`config.mk`:
```
export PLATFORM = sky130hd
export DESIGN_NAME = instr_mem_loader
export DESIGN_NICKNAME = d
export VERILOG_FILES = /design/src/rtl/loader_pkg.sv /design/src/rtl/instr_mem_loader.sv
export SDC_FILE = /design/constraint.sdc
export NUM_CORES = 1
export LEC_CHECK = 0
export CAP_MARGIN = 20
export CORE_UTILIZATION = 40
export CTS_CLUSTER_DIAMETER = 100
export DETAILED_ROUTE_END_ITERATION = 8
export PLACE_DENSITY_LB_ADDON = 0.12
export SYNTH_ARGS = -nofsm -noshare
export SYNTH_HDL_FRONTEND = slang
export SYNTH_SLANG_ARGS = --single-unit
```
`constraint.sdc`:
```
create_clock -name i_clk -period 3.5 [get_ports i_clk]
set_clock_uncertainty 0.05 [all_clocks]
set_input_delay 0.7 -clock i_clk [delete_from_list [all_inputs] [get_ports i_clk]]
set_output_delay 0.7 -clock i_clk [all_outputs]
set_load 0.02 [all_outputs]
```
`src/rtl/loader_pkg.sv`:
```
// Shared types and sizing for the boot-time instruction memory loader.
package loader_pkg;

  localparam int LOADER_DATA_W = 8;
  localparam int LOADER_DEPTH  = 64;

  typedef enum logic [2:0] {
    ST_IDLE = 3'd0,
    ST_LEN  = 3'd1,
    ST_DATA = 3'd2,
    ST_CSUM = 3'd3,
    ST_DONE = 3'd4,
    ST_ERR  = 3'd5
  } loader_state_t;

  // States in which the loader consumes stream bytes.
  function automatic logic state_accepts(input loader_state_t s);
    logic v;
    case (s)
      ST_LEN, ST_DATA, ST_CSUM: v = 1'b1;
      default:                  v = 1'b0;
    endcase
    return v;
  endfunction

endpackage

```
`src/rtl/instr_mem_loader.sv`:
```
// Framed byte-stream loader (length, payload, checksum) that writes the
// instruction memory from address 0 while holding the core in reset.
module instr_mem_loader
  import loader_pkg::*;
#(
  parameter int DATA_W = LOADER_DATA_W,
  parameter int DEPTH  = LOADER_DEPTH,
  parameter int ADDR_W = $clog2(DEPTH)
) (
  input  logic              i_clk,
  input  logic              i_rst,
  input  logic              i_start,
  input  logic              i_in_valid,
  input  logic [DATA_W-1:0] i_in_data,
  output logic              o_in_ready,
  output logic              o_mem_we,
  output logic [ADDR_W-1:0] o_mem_addr,
  output logic [DATA_W-1:0] o_mem_wdata,
  output logic              o_cpu_hold,
  output logic              o_busy,
  output logic              o_done,
  output logic              o_error
);

  // One extra bit so a count of DEPTH is representable without wrapping.
  localparam int                CNT_W   = ADDR_W + 1;
  localparam logic [DATA_W-1:0] DEPTH_D = DATA_W'(DEPTH);

  loader_state_t     r_state;
  loader_state_t     w_next_state;
  logic [CNT_W-1:0]  r_len;
  logic [CNT_W-1:0]  r_count;
  logic [DATA_W-1:0] r_sum;
  logic              r_in_ready;
  logic              r_mem_we;
  logic [ADDR_W-1:0] r_mem_addr;
  logic [DATA_W-1:0] r_mem_wdata;
  logic              r_cpu_hold;
  logic              r_busy;
  logic              r_done;
  logic              r_error;

  logic [CNT_W-1:0]  w_len;
  logic [CNT_W-1:0]  w_count;
  logic [CNT_W-1:0]  w_count_inc;
  logic [DATA_W-1:0] w_sum;
  logic              w_in_ready;
  logic              w_mem_we;
  logic [ADDR_W-1:0] w_mem_addr;
  logic [DATA_W-1:0] w_mem_wdata;
  logic              w_cpu_hold;
  logic              w_busy;
  logic              w_done;
  logic              w_error;
  logic              w_accept;

  assign w_accept    = i_in_valid && r_in_ready;
  assign w_count_inc = r_count + CNT_W'(1);

  always_ff @(posedge i_clk) begin
    if (i_rst) begin
      r_state <= ST_IDLE;
    end else begin
      r_state <= w_next_state;
    end
  end

  // Next-state, counter, checksum and output-register values.
  always_comb begin
    w_next_state = r_state;
    w_len        = r_len;
    w_count      = r_count;
    w_sum        = r_sum;
    w_mem_we     = 1'b0;
    w_mem_addr   = r_mem_addr;
    w_mem_wdata  = r_mem_wdata;
    w_cpu_hold   = r_cpu_hold;
    w_busy       = r_busy;
    w_done       = r_done;
    w_error      = r_error;

    case (r_state)
      ST_IDLE, ST_DONE, ST_ERR: begin
        if (i_start) begin
          w_next_state = ST_LEN;
          w_cpu_hold   = 1'b1;
          w_busy       = 1'b1;
          w_done       = 1'b0;
          w_error      = 1'b0;
          w_count      = '0;
          w_sum        = '0;
        end else begin
          w_next_state = r_state;
        end
      end
      ST_LEN: begin
        if (w_accept) begin
          if ((i_in_data == '0) || (i_in_data > DEPTH_D)) begin
            // Rejected frame: keep the core held, nothing is written.
            w_next_state = ST_ERR;
            w_error      = 1'b1;
            w_busy       = 1'b0;
          end else begin
            w_next_state = ST_DATA;
            w_len        = CNT_W'(i_in_data);
          end
        end else begin
          w_next_state = ST_LEN;
        end
      end
      ST_DATA: begin
        if (w_accept) begin
          w_mem_we    = 1'b1;
          w_mem_addr  = r_count[ADDR_W-1:0];
          w_mem_wdata = i_in_data;
          w_sum       = r_sum + i_in_data;
          w_count     = w_count_inc;
          if (w_count_inc == r_len) begin
            w_next_state = ST_CSUM;
          end else begin
            w_next_state = ST_DATA;
          end
        end else begin
          w_next_state = ST_DATA;
        end
      end
      ST_CSUM: begin
        if (w_accept) begin
          w_busy = 1'b0;
          if (i_in_data == r_sum) begin
            w_next_state = ST_DONE;
            w_done       = 1'b1;
            w_cpu_hold   = 1'b0;
          end else begin
            // Corrupt image: core stays in reset until a new load.
            w_next_state = ST_ERR;
            w_error      = 1'b1;
          end
        end else begin
          w_next_state = ST_CSUM;
        end
      end
      default: begin
        w_next_state = ST_IDLE;
      end
    endcase

    w_in_ready = state_accepts(w_next_state);
  end

  // Datapath and registered outputs.
  always_ff @(posedge i_clk) begin
    if (i_rst) begin
      r_len       <= '0;
      r_count     <= '0;
      r_sum       <= '0;
      r_in_ready  <= 1'b0;
      r_mem_we    <= 1'b0;
      r_mem_addr  <= '0;
      r_mem_wdata <= '0;
      r_cpu_hold  <= 1'b0;
      r_busy      <= 1'b0;
      r_done      <= 1'b0;
      r_error     <= 1'b0;
    end else begin
      r_len       <= w_len;
      r_count     <= w_count;
      r_sum       <= w_sum;
      r_in_ready  <= w_in_ready;
      r_mem_we    <= w_mem_we;
      r_mem_addr  <= w_mem_addr;
      r_mem_wdata <= w_mem_wdata;
      r_cpu_hold  <= w_cpu_hold;
      r_busy      <= w_busy;
      r_done      <= w_done;
      r_error     <= w_error;
    end
  end

  assign o_in_ready  = r_in_ready;
  assign o_mem_we    = r_mem_we;
  assign o_mem_addr  = r_mem_addr;
  assign o_mem_wdata = r_mem_wdata;
  assign o_cpu_hold  = r_cpu_hold;
  assign o_busy      = r_busy;
  assign o_done      = r_done;
  assign o_error     = r_error;

endmodule

```
; Word-level counts from Yosys, hierarchy flattened
; Cells that the tools add are included.
; Widths: inputs -> output; s select.
[totals]
register_bits = 45
out_inout_bits = 20
word_cells = 83
[op_classes]
n_addsub = 2
magnitude_cmp = 1
eq_ne = 17
mux = 33
bitwise_logic = 2
n_reduce_logical = 16
[ops]
columns = cell, count
row1 = $mux 1, 17
row2 = $mux 8, 2
row3 = $pmux 8 s2, 1
row4 = $mux 3, 5
row5 = $mux 7, 2
row6 = $ne 2x2->1 const B, 7
row7 = $pmux 7 s2, 1
row8 = $eq 3x2->1 const B, 4
row9 = $pmux 3 s4, 1
row10 = $add 8x8->8, 1
row11 = $eq 8x8->1, 1
row12 = $gt 8x7->1 const B, 1
row13 = $logic_not 8->1, 1
row14 = $add 7x1->7 const B, 1
row15 = $eq 7x7->1, 1
row16 = $eq 3x1->1 const B, 2
row17 = $eq 3x3->1 const B, 2
row18 = $pmux 1 s3, 2
row19 = $reduce_and 3->1, 2
row20 = $reduce_and 6->1, 1
row21 = $reduce_or 3->1, 2
row22 = $reduce_and 5->1, 1
row23 = $pmux 1 s2, 2
row24 = $reduce_and 4->1, 1
row25 = other kinds (8), 10

; Depth between registers and ports, before layout
; Gate-level depths: netlist of the first run.
[depth]
word_depth = 8
depth_mapped = 7
depth_no_buf = 7

; Least setup slack after synthesis of the first run
; No wires, ideal clock.
[synth_path]
kind = input -> register
startpoint = input i_in_data[3]
endpoint = register r_in_ready, in the netlist o_in_ready
arrival_time_ps = 2206
slack_ps = 1120
stages = 6
path_buffers = 0
path_cell_list = ha_1 > or4_1 > nor4_1 > o32ai_1 > a41oi_1 > a21oi_1
[synth_between]
elab_chain_len = 8
elab_cells_between_ends = 14
cone_classes = order compare (1) / eq/ne (4) / mux (6) / reduce/logical (3)
[synth_rtl]
columns = element, line
row1 = start: declaration, instr_mem_loader.sv:14  ; input logic [DATA_W-1:0] i_in_data,
row2 = $gt 8x7->1 or $logic_not 8->1 (tied branches), instr_mem_loader.sv:98  ; if ((i_in_data == '0) || (i_in_data > DEPTH_D)) begin
row3 = $logic_or 1x1->1, instr_mem_loader.sv:98
row4 = $mux 3, instr_mem_loader.sv:98
row5 = $mux 3, instr_mem_loader.sv:97  ; if (w_accept) begin
row6 = $pmux 3 s4 *, instr_mem_loader.sv:82  ; case (r_state)
row7 = $eq 3x1->1 or $eq 3x2->1 (tied branches), loader_pkg.sv:19  ; case (s)
row8 = $reduce_or 3->1 *, loader_pkg.sv:19
row9 = $mux 1 *, loader_pkg.sv:19
row10 = end signal: assignment, instr_mem_loader.sv:169  ; r_in_ready <= w_in_ready;
row11 = end: declaration, instr_mem_loader.sv:34  ; logic r_in_ready;
; Every way passes the cells marked *; elsewhere a longest branch is shown, timed or not.
; A chain may end at the register's enable or synchronous reset.

; Worst setup path in the final report of the first run
[layout_path]
startpoint = input i_in_data[2]
endpoint = register r_in_ready, in the netlist o_in_ready
; Same word-level chain as after synthesis.

==> key figures, run 1 <==
Timing
  – RSZ-0062 raised after global routing: false
  – Max_slew headroom: 0.6391
  – Final setup viols: 0
  – Final WS setup: approximately 700 ps
  – Measured slew at the worst slew-check pin: approximately 540 ps
  – Fin. max-slew vios: 0
  – Fin Setup TNS: 0 ps
  – Max Clock Freq: between 300 and 400 MHz
  – Fin crit share: 0.7957
  – Tmin final: roughly 2800 ps
  – Endpoints failing hold: 0

Yosys
  – Synthesized net count: just under 300
  – Yosys top cell by area: dfxtp_1
  – Mean post-synth cell area: 8.460 um^2
  – Gate Count Post-Synth: around 280
  – Yosys reg bits: 45
  – Main area contributors after synthesis: dfxtp_1, a21oi_1, nand2_1
  – Ys async rst share: 0
  – Post-synth cell types: 56
  – Synth Cell Area: 2343 um^2
  – Top_reg_cell synth: dfxtp_1
  – EDFF count, synth: 0
  – Post-synthesis sequential area ratio: 0.3844
  – Synth top area share: 0.3844
  – Yosys Warn Count: 0

Worst hold path
  – Worst hold path type: flip-flop to flip-flop

Setup path
  – Worst r2r dst: o_in_ready$_SDFF_PP0_
  – CP cell instances: clkdlybuf4s50_1 -> ha_1 -> or4_1 -> nor4_1 -> o32ai_1 -> a41oi_1 -> a21oi_1
  – Worst path bufs/invs: 1
  – CP max-delay cell: or4_1
  – Crit path required time: roughly 3600 ps
  – Reg2reg start: r_sum[2]$_SDFFE_PP0P_
  – Reg2reg setup slack: 1360 ps
  – Worst Setup SP: i_in_data[2]
  – Top delay family on crit path: simple AND/OR/NAND/NOR gates
  – Startpoint Class: input port
  – Worst Path Arrival: between 2000 and 3000 ps
  – Crit path largest cell delay: approximately 560 ps
  – Setup Crit Path Kind: input port to flip-flop
  – Critical Path End: o_in_ready$_SDFF_PP0_
  – Critical path depth: 7
  – Critical path peak fanout: 5
  – Cells on worst reg2reg path: 6
  – Crit path capture type: flip-flop

Detailed routing
  – Vias per cell: 5.308
  – Routed vias: ~2000
  – Routed metal-1 wirelength: roughly 2800 um
  – Met2 wire length: ~2500 um
  – WL met3: ~160 um
  – DR top layer: met4
  – DRT Wirelength: around 5500 um
  – ANT nets after route: 0
  – Detailed Route Iter0 Violations: 66
  – Post-route DRC violation count: 0
  – Wire length per cell: 14.47 um
  – Router iterations before antenna repair: 4

Global route
  – GR Overflow Total: 0
  – Number of global-route vias before repair: 1912
  – First-pass GRT wire length: 9390 um
  – Largest net degree at the start of global routing: 32
  – GRT Util Overall: 0.1961
  – Antenna violations before repair: 0

Final layout
  – Layout Nets: 325
  – Share of layout cells above drive strength 1: 0.07541
  – Final Core Density: 0.4997
  – Area Growth Syn to Fin: 18.85%
  – N_diodes: 0
  – Fillers: between 500 and 600

Place
  – RePlAce Congestion: ~0.85
  – IO buf count: 31
  – Detailed placement HPWL: roughly 3800 um
  – Pre-CTS setup slack: 407.5 ps

Floorplanning
  – Ports: 32
  – Starting density of the core: 0.4204
  – Die area: between 6000 and 7000 um^2
  – Core box area: ~5600 um^2
  – DIE HEIGHT: 78.54 um
  – Horiz. Die Dim: 78.54 um
  – Rows: 27

Job
  – Max-cap check violation count: 0

Clock network
  – Post-CTS Setup Repair Bufs: 0
  – Cts hold-fix bufs: 0
  – CTS tree: yes
  – CTS root buf: clkbuf_8
  – Post_cts resized: 0
  – Longest Clk Path Bufs: 2
  – CTS buffer count: 5
  – Clk sink count: 45
  – Later-pin clock latency in the skew report: roughly 300 ps
  – CTS clock-pin slew for the worst setup and hold paths: approximately 80 ps
  – H-tree depth: 2

Power and ir drop
  – Power density over the cells: ~370 nW/um^2
  – Leakage: ~1.0 nW
  – Worst VDD drop: 0.1616 mV

Outcome
  – Status: finished, final reports clean
## routing by layer
| layer | up-vias | track usage |
|---|---|---|
| met5 | - | 0 |
| met1 | 935 | 0.2642 |
| met2 | 31 | 0.3122 |
| met4 | 0 | 0.05556 |
| li1 | 1030 | - |
| met3 | 5 | 0.04302 |
## tightest hold or removal path: cells and delay by family (launching register included)
kind               cells  cell delay [ps]
AOI/OAI and AO/OA      1               50
and+or+nand+nor        1               50
DFF                    1              310
## report_power, final
part	switching (mW)	total, mW	internal, mW
clock	0.189	0.422	0.232
sequential	0.00670	0.524	0.517
combinational	0.0512	0.0890	0.0378
## synthesized netlist by cell type, drive strengths merged, types with 3 or more instances
| cell type | instances |
|---|---|
| nand2b | 3 |
| and2 | 3 |
| o21ai | 11 |
| nor2 | 19 |
| a31oi | 3 |
| xnor2 | 8 |
| nor4 | 4 |
| dfxtp | 45 |
| xor2 | 7 |
| inv | 4 |
| or4 | 3 |
| clkbuf | 5 |
| buf | 9 |
| nand2 | 43 |
| or2 | 3 |
| a21oi | 35 |
| mux2i | 7 |
| nor3 | 3 |
| nor2b | 4 |
| or3 | 7 |
| nand3 | 13 |
| ha | 8 |
## flip-flops by register name, indices dropped and copies added, names as in the netlist, 3 cells and up
name / cells
r_sum: 8
r_count: 7
o_mem_wdata: 8
r_state: 3
r_len: 7
o_mem_addr: 6
## how the worst min path moves through the flow
stage                     slack (ps)                     endpoint  cells after the start                   startpoint
after floorplan                  400        r_sum[2]$_SDFFE_PP0P_                      2        r_sum[2]$_SDFFE_PP0P_
after global placement           390   o_mem_addr[2]$_SDFFE_PP0P_                      2   o_mem_addr[2]$_SDFFE_PP0P_
after global routing             430  o_mem_wdata[2]$_SDFFE_PP0P_                      2  o_mem_wdata[2]$_SDFFE_PP0P_
final                            410  o_mem_wdata[7]$_SDFFE_PP0P_                      2  o_mem_wdata[7]$_SDFFE_PP0P_
after detailed placement         400  o_mem_wdata[1]$_SDFFE_PP0P_                      2  o_mem_wdata[1]$_SDFFE_PP0P_
after CTS                        410  o_mem_wdata[4]$_SDFFE_PP0P_                      2  o_mem_wdata[4]$_SDFFE_PP0P_
## kinds of logic (layout without fill, tap and decap cells)
family | Yosys count | in the layout | share of synthesized area
AO/OA/AOI/OAI | 66 | 66 | 0.1698
XOR/XNOR | 15 | 15 | 0.05606
adder cells (fa/ha/maj) | 9 | 9 | 0.05126
buffers and inverters | 19 | 47 | 0.05285
flip-flops | 45 | 45 | 0.3844
multiplexers | 8 | 8 | 0.03470
AND/OR/NAND/NOR | 115 | 115 | 0.2509
## cell usage in the layout (no fill, tap or decap), drive strengths merged, types with 2 or more instances in the layout
cell	count
mux2i	7
and2b	2
or4	3
nand2b	3
clkdlybuf4s50	31
buf	4
clkbuf	6
a21oi	35
nand2	43
xnor2	8
o21ai	11
nand3	13
o211ai	2
nor2	19
or2	3
o21a	2
and2	3
ha	8
nor2b	4
xor2	7
a31oi	3
nor4	4
nor3	3
nand3b	2
dfxtp	45
or3	7
inv	4
## stage by stage
stage | hold WS (ps) | instance area (um^2) | instances | total power [mW]
after floorplan | 397.2 | 2344 | 277 | 0.5901
after global placement | 392.1 | 2665 | 369 | 0.6258
after detailed placement | 397.4 | 2665 | 369 | 0.6253
after CTS | 409.7 | 2785 | 377 | 1.045
after global routing | 429.5 | 2785 | 377 | 1.080
final | 405.8 | 2785 | 377 | 1.035
## layout make-up
type / count / area [um^2] / share of cell area
Tap cell: 72 / 90.09 / 0.03235
Timing Repair Buffer: 35 / 340.3 / 0.1222
Clock inverter: 2 / 37.54 / 0.01348
Multi-Input combinational cell: 213 / 1319 / 0.4735
Inverter: 4 / 15.01 / 0.005391
Sequential cell: 45 / 900.9 / 0.3235
Clock buffer: 6 / 82.58 / 0.02965
(Power assumes the default switching activity.)
==> run 2: changes to the inputs <==
==> constraint.sdc (replaced) <==
create_clock -name i_clk -period 2.5 [get_ports i_clk]
set_clock_uncertainty 0.05 [all_clocks]
set_input_delay 0.5 -clock i_clk [delete_from_list [all_inputs] [get_ports i_clk]]
set_output_delay 0.5 -clock i_clk [all_outputs]
set_load 0.02 [all_outputs]
==> key figures, run 2 (synthesized netlist as in run 1, its figures left out) <==
Outcome
  – Status: finished, final reports clean

Global route
  – GRT Util Overall: 0.1932 (-0.002905)
  – Number of global-route vias before repair: 1886 (-1.4%)
  – Met2 usage in global routing: 0.3000 (-0.01217)
  – Antenna violations before repair: 0 (unchanged)
  – Largest net degree at the start of global routing: 41 (+28%)
  – Met3 usage: 0.03953 (-0.003488)
  – First-pass GRT wire length: 9232 um (-1.7%)
  – Most used routing layer: met2
  – Met1 Use GR: 0.2644 (about the same)
  – GR Overflow Total: 0 (unchanged)

Floorplanning
  – Horiz. Die Dim: 78.54 um (unchanged)
  – Starting density of the core: 0.4204 (unchanged)
  – DIE HEIGHT: 78.54 um (unchanged)
  – Ports: 32 (unchanged)
  – Die area: 6169 um^2 (unchanged)
  – Rows: 27 (unchanged)
  – Core box area: 5574 um^2 (unchanged)

Setup path
  – Reg2reg start: r_state[1]$_SDFF_PP0_
  – Reg2reg setup slack: 390 ps (-970 ps)
  – Worst r2r dst: r_sum[7]$_SDFFE_PP0P_
  – Setup Crit Path Kind: input port to flip-flop
  – Worst Setup SP: i_in_data[2]
  – Worst Path Arrival: 2560 ps (-360 ps)
  – Cells on worst reg2reg path: 5 (-1)
  – Critical path peak fanout: 8 (+3)
  – Crit path capture type: flip-flop
  – Startpoint Class: input port
  – Crit path required time: 2640 ps (-990 ps)

Clock network
  – Clk sink count: 45 (unchanged)
  – Post-CTS Setup Repair Bufs: 0 (unchanged)
  – CTS tree: yes
  – CTS clock-pin slew for the worst setup and hold paths: 90 ps (about the same)
  – CTS buffer count: 5 (unchanged)
  – Later-pin clock latency in the skew report: 300 ps (about the same)
  – CTS root buf: clkbuf_8
  – Cts hold-fix bufs: 0 (unchanged)
  – Longest Clk Path Bufs: 2 (unchanged)
  – H-tree depth: 2 (unchanged)

Timing
  – Tmin final: ~2400 ps
  – Fin Setup TNS: 0 ps (unchanged)
  – RSZ-0062 raised after global routing: false
  – Max Clock Freq: between 400 and 500 MHz
  – Final setup viols: 0 (unchanged)
  – Max_slew headroom: 0.6336 (-0.005501)
  – Fin. max-slew vios: 0 (unchanged)
  – Fin crit share: 0.9677
  – Measured slew at the worst slew-check pin: 547.5 ps (+8.221 ps)
  – Endpoints failing hold: 0 (unchanged)

Final layout
  – N_diodes: 0 (unchanged)
  – Most frequent cells in the layout: dfxtp_1, nand2_1, a21oi_1, clkdlybuf4s50_1, buf_4
  – Layout Nets: 349 (+7.4%)
  – Post-route cell area: 2982 um^2 (+7.1%)
  – Share of layout cells above drive strength 1: 0.1550 (+0.07961)
  – Fillers: 530 (-5.2%)
  – Most common cell after layout, fill and taps aside: dfxtp_1
  – Area Growth Syn to Fin: 27.23%

Job
  – Max-cap check violation count: 0 (unchanged)

Place
  – Detailed placement HPWL: 4037 um (+6.7%)
  – IO buf count: 31 (unchanged)
  – RePlAce Congestion: 0.9083 (+7.3%)
  – Cell Area, Placed: 2870 um^2 (+7.7%)

Worst hold path
  – Hold_sp: o_mem_wdata[3]$_SDFFE_PP0P_
  – Hold Path Cell Cnt: 2 (unchanged)
  – Hold Path Sink: o_mem_wdata[3]$_SDFFE_PP0P_
  – Worst hold path type: flip-flop to flip-flop

Detailed routing
  – Wire length per cell: 14.03 um (-3.1%)
  – ANT nets after route: 0 (unchanged)
  – Routed vias: 2095 (+4.7%)
  – Router iterations before antenna repair: 4 (unchanged)
  – DRT Wirelength: 5626 um (+3.1%)
  – Detailed Route Iter0 Violations: 102 (+55%)
  – Post-route DRC violation count: 0 (unchanged)
  – Vias per cell: 5.224 (-1.6%)

Power and ir drop
  – Leakage: 1.116 nW (+11%)
  – Worst VDD drop: 0.2910 mV (+80%)
  – Power density over the cells: 448.1 nW/um^2 (+21%)
==> run 2: report_power, final <==
| group | switching, mW | total (mW) | internal (mW) |
|---|---|---|---|
| Combinational | 0.0787 | 0.153 | 0.0739 |
| Sequential | 0.00884 | 0.733 | 0.724 |
| Clock | 0.257 | 0.450 | 0.193 |
| Total | 0.345 | 1.34 | 0.992 |
==> run 2: worst max path at each step <==
stage | end | slack (ps)
2_1_floorplan | o_in_ready$_SDFF_PP0_ | 320
3_3_place_gp | o_in_ready$_SDFF_PP0_ | -250
3_5_place_dp | o_in_ready$_SDFF_PP0_ | -320
4_1_cts | r_len[5]$_SDFFE_PP0P_ | 80
5_1_grt | r_len[4]$_SDFFE_PP0P_ | 20
6_report | r_len[5]$_SDFFE_PP0P_ | 80
==> run 2: critical path, stage by stage <==
cell             delay, ps
clkdlybuf4s50_1        470
or4_4                  570
o21ai_1                170
and4_1                 540
mux2i_1                240
nor2_1                  60
==> run 2: per-layer routing <==
| metal | part of all wire | up-vias | wire length [um] |
|---|---|---|---|
| li1 | - | 1075 | - |
| met4 | 0.014 | 0 | 76 |
| met1 | 0.50 | 984 | 2802 |
| met5 | 0 | - | 0 |
| met3 | 0.024 | 9 | 135 |
| met2 | 0.46 | 27 | 2611 |
==> run 2: what timing repair did <==
item / 4_1_cts / 5_1_grt
endpoints found under the setup margin: 1 / 2
resized for setup: 0 / 4
pin swaps: 1 / 0
==> run 2: cell type report <==
| type | instances | area (um^2) | area share |
|---|---|---|---|
| clock buffers | 5 | 68.82 | 0.02308 |
| multi-input cells | 213 | 1344 | 0.4507 |
| repair buffers | 59 | 545.5 | 0.1830 |
| inverters | 4 | 15.01 | 0.005036 |
| clock inverters | 3 | 17.52 | 0.005875 |
| flip-flops and latches | 45 | 900.9 | 0.3021 |
| well taps | 72 | 90.09 | 0.03021 |
==> run 2: stage by stage <==
step           total power, mW  utilization  hold slack [ps]  std cells  worst slack [ps]
5_1_grt                  1.399       0.5349            426.0        401             16.49
3_3_place_gp            0.8986       0.5149            391.3        393            -246.5
3_5_place_dp            0.8991       0.5149            399.7        393            -317.3
4_1_cts                  1.349       0.5304            410.6        401             81.06
2_1_floorplan           0.8261            -            397.2        277             320.5
6_report                 1.336       0.5349            407.1        401             80.87
